`src/rtl/interrupt_ack_sequencer_pkg.sv`:
```
// Shared types and constants for the 68000-style interrupt-acknowledge sequencer.
package interrupt_ack_sequencer_pkg;

    typedef enum logic [1:0] {
        IDLE      = 2'd0,
        ACK       = 2'd1,
        WAIT_HIGH = 2'd2
    } state_t;

    localparam logic [2:0] FC_CPU_SPACE    = 3'b111;
    localparam logic [7:0] SPURIOUS_VECTOR = 8'h18;

    function automatic logic [7:0] vector_byte(input logic [4:0] base_hi, input logic [2:0] lvl);
        return {base_hi, lvl};
    endfunction

endpackage

```
`src/rtl/interrupt_ack_sequencer_saturating_counter.sv`:
```
// Up-counter that sticks at all-ones instead of wrapping.
module saturating_counter #(
    parameter int unsigned WIDTH = 8
) (
    input  logic             clock,
    input  logic             reset_n,
    input  logic             inc,
    output logic [WIDTH-1:0] count
);

    always_ff @(posedge clock or negedge reset_n) begin
        if (!reset_n) begin
            count <= '0;
        end else if (inc && (count != '1)) begin
            count <= count + 1'b1;
        end
    end

endmodule

```
`src/rtl/interrupt_ack_sequencer.sv`:
```
// Answers IACK bus cycles with a vector byte, an autovector request or the spurious vector.
module interrupt_ack_sequencer
    import interrupt_ack_sequencer_pkg::*;
#(
    parameter logic [7:0]  AUTOVEC_MASK = 8'h00,
    parameter logic [7:0]  EDGE_MASK    = 8'hF0,
    parameter int unsigned TIMEOUT      = 64
) (
    input  logic       clock,
    input  logic       reset_n,
    input  logic       host_as_n,
    input  logic [2:0] host_fc,
    input  logic [2:0] host_address,
    input  logic [2:0] intc_priority,
    input  logic       intc_priority_gs,
    input  logic [7:0] intc_vector,
    output logic [7:0] host_qout,
    output logic       host_qout_oe,
    output logic       host_dtack_n,
    output logic       host_vpa_n,
    output logic       pend_clr_we,
    output logic [7:0] pend_clr_mask,
    output logic [7:0] spurious_count,
    output logic       timeout_err
);

    localparam int unsigned TW = $clog2(TIMEOUT);
    localparam logic [TW-1:0] T_LAST = TW'(TIMEOUT - 1);

    state_t        state;
    logic [TW-1:0] t_count;
    logic          iack;
    logic          valid;
    logic          spurious_inc;
    logic          unused_vector_bits;

    always_comb begin
        iack               = (state == IDLE) && !host_as_n && (host_fc == FC_CPU_SPACE);
        valid              = intc_priority_gs && (intc_priority == host_address) && (host_address != 3'd0);
        spurious_inc       = iack && !valid;
        unused_vector_bits = ^intc_vector[2:0];
    end

    saturating_counter #(.WIDTH(8)) u_spurious (
        .clock   (clock),
        .reset_n (reset_n),
        .inc     (spurious_inc),
        .count   (spurious_count)
    );

    // The response registers themselves hold the captured level; no separate
    // copy is needed, and later priority changes cannot disturb them.
    always_ff @(posedge clock or negedge reset_n) begin
        if (!reset_n) begin
            state         <= IDLE;
            t_count       <= '0;
            host_qout     <= '0;
            host_qout_oe  <= 1'b0;
            host_dtack_n  <= 1'b1;
            host_vpa_n    <= 1'b1;
            pend_clr_we   <= 1'b0;
            pend_clr_mask <= '0;
            timeout_err   <= 1'b0;
        end else begin
            pend_clr_we   <= 1'b0;
            pend_clr_mask <= '0;
            timeout_err   <= 1'b0;
            case (state)
                IDLE: begin
                    if (iack) begin
                        state   <= ACK;
                        t_count <= '0;
                        if (!valid) begin
                            host_qout    <= SPURIOUS_VECTOR;
                            host_qout_oe <= 1'b1;
                            host_dtack_n <= 1'b0;
                        end else if (AUTOVEC_MASK[host_address]) begin
                            host_vpa_n <= 1'b0;
                        end else begin
                            host_qout    <= vector_byte(intc_vector[7:3], host_address);
                            host_qout_oe <= 1'b1;
                            host_dtack_n <= 1'b0;
                        end
                        if (valid && EDGE_MASK[host_address]) begin
                            pend_clr_we   <= 1'b1;
                            pend_clr_mask <= 8'b1 << host_address;
                        end
                    end
                end
                ACK: begin
                    // Release wins over timeout when both fall on the same edge.
                    if (host_as_n) begin
                        state        <= IDLE;
                        host_qout    <= '0;
                        host_qout_oe <= 1'b0;
                        host_dtack_n <= 1'b1;
                        host_vpa_n   <= 1'b1;
                    end else if (t_count == T_LAST) begin
                        state        <= WAIT_HIGH;
                        timeout_err  <= 1'b1;
                        host_qout    <= '0;
                        host_qout_oe <= 1'b0;
                        host_dtack_n <= 1'b1;
                        host_vpa_n   <= 1'b1;
                    end else begin
                        t_count <= t_count + 1'b1;
                    end
                end
                WAIT_HIGH: begin
                    if (host_as_n) begin
                        state <= IDLE;
                    end
                end
                default: state <= IDLE;
            endcase
        end
    end

endmodule

```
`config.mk`:
```
export PLATFORM = sky130hd
export DESIGN_NAME = interrupt_ack_sequencer
export DESIGN_NICKNAME = d
export VERILOG_FILES = /design/src/rtl/interrupt_ack_sequencer_pkg.sv /design/src/rtl/interrupt_ack_sequencer_saturating_counter.sv /design/src/rtl/interrupt_ack_sequencer.sv
export SDC_FILE = /design/constraint.sdc
export NUM_CORES = 1
export LEC_CHECK = 0
export ABC_AREA = 1
export ABC_CLOCK_PERIOD_IN_PS = 3000
export CAP_MARGIN = 20
export CORE_ASPECT_RATIO = 0.7
export CORE_MARGIN = 2
export CORE_UTILIZATION = 45
export DETAILED_ROUTE_END_ITERATION = 8
export PLACE_DENSITY_LB_ADDON = 0.08
export SLEW_MARGIN = 30
export SYNTH_ARGS = -nofsm -noshare
export SYNTH_HDL_FRONTEND = slang
export SYNTH_SLANG_ARGS = --single-unit
export TNS_END_PERCENT = 5
```
`constraint.sdc`:
```
create_clock -name clock -period 3 [get_ports clock]
set_clock_uncertainty 0.05 [all_clocks]
set_input_delay 0.75 -clock clock [delete_from_list [all_inputs] [get_ports clock]]
set_output_delay 0.75 -clock clock [all_outputs]
set_load 0.01 [all_outputs]
```
Word-level counts from Yosys, hierarchy flattened
Memory sizes are Yosys's and may differ from the RTL's.
Index checks and enable logic that the tools add are counted.
Widths: inputs -> output; s select.
- shift-type cells: 1
- add/sub/neg operators: 2
- order comparisons: 1
- mux-type cells: 42
- reduce and logical (&&, ||, !) cells: 16
- equal/unequal tests: 14
- operator list (cell ; number):
    $mux 8 ; 8
    $mux 1 ; 21
    $mux 6 ; 3
    $pmux 8 s2 ; 1
    $pmux 6 s2 ; 1
    $ne 2x2->1 const B ; 5
    $add 8x1->8 const B ; 1
    $mux 2 ; 4
    $ne 8x8->1 const B ; 1
    $reduce_and 4->1 ; 2
    $shl 1x3->8 const A ; 1
    $logic_and 1x1->1 ; 7
    $add 6x1->6 const B ; 1
    $eq 6x6->1 const B ; 1
    $ne 3x3->1 const B ; 2
    $pmux 1 s2 ; 3
    $pmux 2 s3 ; 1
    $reduce_and 5->1 ; 1
    $lt 3x4->1 const B ; 1
    $eq 3x3->1 ; 1
    $eq 3x3->1 const B ; 1
    $reduce_and 3->1 ; 1
    $reduce_bool 3->1 ; 1
    $eq 2x1->1 const B ; 1
    5 further kinds ; 6
- word-level logic and storage cells: 88
- ROM bits: 16
- memories: 2
- bits of input ports: 21
- bits in registers: 37
- output and inout bits: 29
- memory list (name ; depth ; width ; read ports ; clocked after memory_dff ; wr ports ; line ; RTL):
    (no name shown) ; 8 ; 1 ; 1 ; 0 ; 0 ; interrupt_ack_sequencer.sv:84 ; if (valid && EDGE_MASK[host_address]) begin
    (no name shown) ; 8 ; 1 ; 1 ; 0 ; 0 ; interrupt_ack_sequencer.sv:77 ; end else if (AUTOVEC_MASK[host_address]) begin

Logic depth before layout (Yosys ltp)
- depth after elaboration: 7
- depth in mapped cells: 9
- depth with buffers taken out: 8

Modules after synthesis
A second synthesis with hierarchy kept.
- cells, all modules: 216
- area total of the unflattened synthesis: 1864.3 um^2
- modules (own cells, without submodules) (module ; cells an instance ; times used ; area an instance (um^2) ; sequential area each (um^2)):
    interrupt_ack_sequencer ; 153 ; 1 ; 1381.3 ; 728.2
    saturating_counter ; 63 ; 1 ; 483.0 ; 200.2

Worst setup path after synthesis
OpenSTA, ideal clock, no wires.
- kind: in2reg
- from: input port host_as_n
- to: register host_qout[3]
- cell stages on the path: 7
- data required time: 2.830 ns
- arrival time: 1.422 ns
- setup time: 0.120 ns
- setup slack: 1.407 ns
- buffers on the path: 1
- cells stage by stage: inv_1 -> nand2_1 -> nor2_4 -> inv_2 -> buf_4 -> nand3_1 -> nand2_1
- word-level cells in the longest chain between the ends: 5
- elaborated cells between the ends (all ways): 8
- classes of those cells: 2 x eq/ne; 2 x mux; 4 x reduce/logical
- RTL lines (element ; line ; RTL):
    from (decl) ; interrupt_ack_sequencer.sv:11 ; input logic host_as_n,
    $logic_not 1->1 ; interrupt_ack_sequencer.sv:38 ; iack = (state == IDLE) && !host_as_n && (host_fc == FC_CPU_SPACE);
    $logic_and 1x1->1 (2 in series) ; interrupt_ack_sequencer.sv:38 ;
    $ne 2x2->1 (no source line) ; n/a ;
    $reduce_and 4->1 (no source line) ; n/a ;
    to (signal assigned) ; interrupt_ack_sequencer.sv:80 ; host_qout <= vector_byte(intc_vector[7:3], host_address);
    to (decl) ; interrupt_ack_sequencer.sv:17 ; output logic [7:0] host_qout,
Parallel ways exist; a longest one is shown, timed or not.
A chain may end at the register's enable or synchronous reset.

Worst setup path after layout
- from: register u_spurious.count[2]
- to: output port spurious_count[2]
- RTL lines (element ; line ; RTL):
    from (decl) ; interrupt_ack_sequencer_saturating_counter.sv:8 ; output logic [WIDTH-1:0] count
    from (signal assigned) ; interrupt_ack_sequencer_saturating_counter.sv:15 ; count <= count + 1'b1;
    to (decl) ; interrupt_ack_sequencer.sv:23 ; output logic [7:0] spurious_count,
No word-level cell between the ends.

==> run summary <==
status - completed
P per Cell Area - 514 nW/um^2
CP peak stage delay - 0.58 ns
CTS sink cnt - 37
residual DRC count - 0
leakage dissipation - 1.17 nW
pin count of the biggest net entering global routing - 38
Synth Instances - 213
PostCTS Resize Cnt - 0
Slowest-stage cell, CP - clkdlybuf4s50_1
Worst EP required - 2.20 ns
total CTS buffers - 5
Final Max Slew Viols - 0
DRT Pass-1 Iters - 4
CP delay by family, top - buffers and inverters
share of cells above drive strength 1 - 14.6%
Worst Path Buf+Inv - 1
clock-pin slew on the worst setup and hold paths - 0.07 ns
clk root buf - clkbuf_8
RSZ-0062 raised after global routing - false
worst-margin pin slew - 0.800 ns
Setup TNS - 0 ns
vias per cell - 4.64
full die area - 4580 sq um
register area share after synthesis - 51.0%
final hold vios - 0
Placed Area - 2320 sq um
pre-CTS WS - 0.562 ns
Total GRT Usage - 17.3%
HPWL after detailed placement - 2580 um
R2R cell count - 8
worst hold path type - flip-flop to flip-flop
CTS Hold Buffers Added - 0
cell area after layout - 2440 sq um
Vert. Die Dim - 57.2 um
global route overflow - 0
row count - 19
Syn-to-layout area delta - 34.3%
Post-Synth Simple-Gate Area - 35.6%
Final setup violation count - 0
CP cell instances - clkdlybuf4s50_1
Avg Cell Area, Syn - 8.54 sq um
first-pass GRT wire length - 6040 um
CP Capture Type - output port
# IOs - 50
compound-gate portion of the synthesized area - 3.23%
period utilization - 71.9%
slack of the worst reg-to-reg path - 1.36 ns
Peak VDD IR - 0.285 mV
Clock Path Buffers - 2
Synth async-reset ratio - 100%
Antenna Nets Post-Route - 0
top cells by area, synth - dfrtp_1 (48%), nand2_1 (16%), nand3_2 (5.0%), inv_1 (3.7%), nand3_1 (3.3%)
initial core utilization - 46.7%
CP Class - flip-flop to output port
Mapped Area - 1820 sq um
count leader, synth - nand2_1
Initial DRC Count - 54
Core ar. - 3900 sq um
worst skew pair latency - 0.29 ns
nets - 289
antenna violations before repair - 0
smallest hold slack - 0.402 ns
total wire length - 3650 um
main combinational cell family by area after synthesis - simple AND/OR/NAND/NOR gates
Setup Fix Bufs, Post-CTS - 0
Worst Hold Depth - 2
Placer Congestion - 0.807
Synth Area in XOR/XNOR - 1.93%
maxcap violations - 0
Seq cells post-synth - 37
minimum clock period - 2.16 ns
CTS tree - yes
maximum clock frequency - 0.463 GHz
via count - 1,479
mux contribution to synthesized area - 0%
vias in the first global route - 1,370
port bufs - 46
Crit Path Max Fanout - 7
final worst slack - 0.842 ns
fillcell total - 345
Yosys top cell by area - dfrtp_1
number of synthesized flops with an enable pin - 0
Arr. time, crit path - 1.36 ns
max_slew headroom - 46.6%
H-tree Lvls - 2
final antenna diode count - 0
Ys Warns - 0
Synth top area share - 48.1%
synth unique cells - 27
prevailing post-synth register cell - dfrtp_1
top post-synthesis cells by count - nand2_1 (76), dfrtp_1 (35), inv_1 (18)
average wire per standard cell - 11.4 um
Chip Width - 80.0 um
Crit path depth - 1
post-synthesis adder-cell area fraction - 1.38%
critical path startpoint category - flip-flop
final timing paths:
path	startpoint	endpoint
worst max-delay path	u_spurious.count[2]	spurious_count[2]
worst min-delay path	host_vpa_n	host_vpa_n
worst max register to register	t_count[0]	host_qout[3]
worst min register to register	host_vpa_n	host_vpa_n
max in group asynchronous	reset_n	pend_clr_mask[7]
min in group asynchronous	reset_n	pend_clr_mask[2]
worst min-delay path: cells and delay by family (launching register included):
family	cells	cell delay, ns
flops	1	0.37
buf+inv	1	0.04
simple gates	1	0.04
layer usage:
| layer | up-vias | wire, um | track usage (%) |
|---|---|---|---|
| met1 | 662 | 1890 | 23.7 |
| met4 | 0 | 45 | 6.78 |
| met3 | 5 | 244 | 6.49 |
| li1 | 772 | - | - |
| met2 | 40 | 1470 | 25.1 |
| met5 | - | 0 | 0 |
cells by family (layout without fill, tap and decap cells):
family / after synthesis / after routing
AO/OA/AOI/OAI: 8 / 8
XOR/XNOR: 4 / 4
adder cells (fa/ha/maj): 2 / 2
buffers and inverters: 27 / 78
flip-flops: 37 / 37
other: 1 / 4
AND/OR/NAND/NOR: 134 / 134
through the flow:
| step | utilization (%) | total power, mW | std cells |
|---|---|---|---|
| floorplan | - | 0.697 | 216 |
| global placement | 59.6 | 0.814 | 311 |
| detailed placement | 59.6 | 0.817 | 311 |
| CTS | 62.7 | 1.27 | 319 |
| global route | 62.7 | 1.33 | 319 |
| finish | 62.7 | 1.26 | 319 |
area by class of cell:
cell class / count / area [sq um] / area share, %
Tap cell: 52 / 65.1 / 2.66
Timing Repair Buffer: 47 / 463 / 18.9
Clock buffer: 6 / 82.6 / 3.38
Inverter: 23 / 86.3 / 3.53
Multi-Input combinational cell: 152 / 781 / 32.0
Sequential cell: 37 / 928 / 38.0
Clock inverter: 2 / 37.5 / 1.54
state kept, by name (all words and copies together), names as in the netlist:
| signal | count |
|---|---|
| host_qout_oe | 1 |
| timeout_err | 1 |
| host_dtack_n | 1 |
| host_vpa_n | 1 |
| t_count | 6 |
| state | 2 |
| pend_clr_we | 1 |
| pend_clr_mask | 8 |
| host_qout | 8 |
| u_spurious.count | 8 |
where the power goes:
part	switching, mW	internal (mW)	leakage (nW)
clock	0.180	0.270	0.0574
combinational	0.103	0.112	0.627
sequential	0.0480	0.543	0.490
cells in the final DEF, fill, tap and decap left out, drive strengths merged:
master / count
buf: 2
clkinvlp: 1
nand3: 21
xnor2: 1
nor3: 2
clkdlybuf4s50: 45
o21ai: 6
nor3b: 2
nand2: 79
a31o: 1
bufinv: 1
ha: 2
and2: 1
xor2: 3
clkbuf: 6
dfrtp: 35
dfstp: 2
nor2: 21
a21oi: 1
conb: 4
inv: 23
nand4: 8
(Power assumes the default switching activity.)
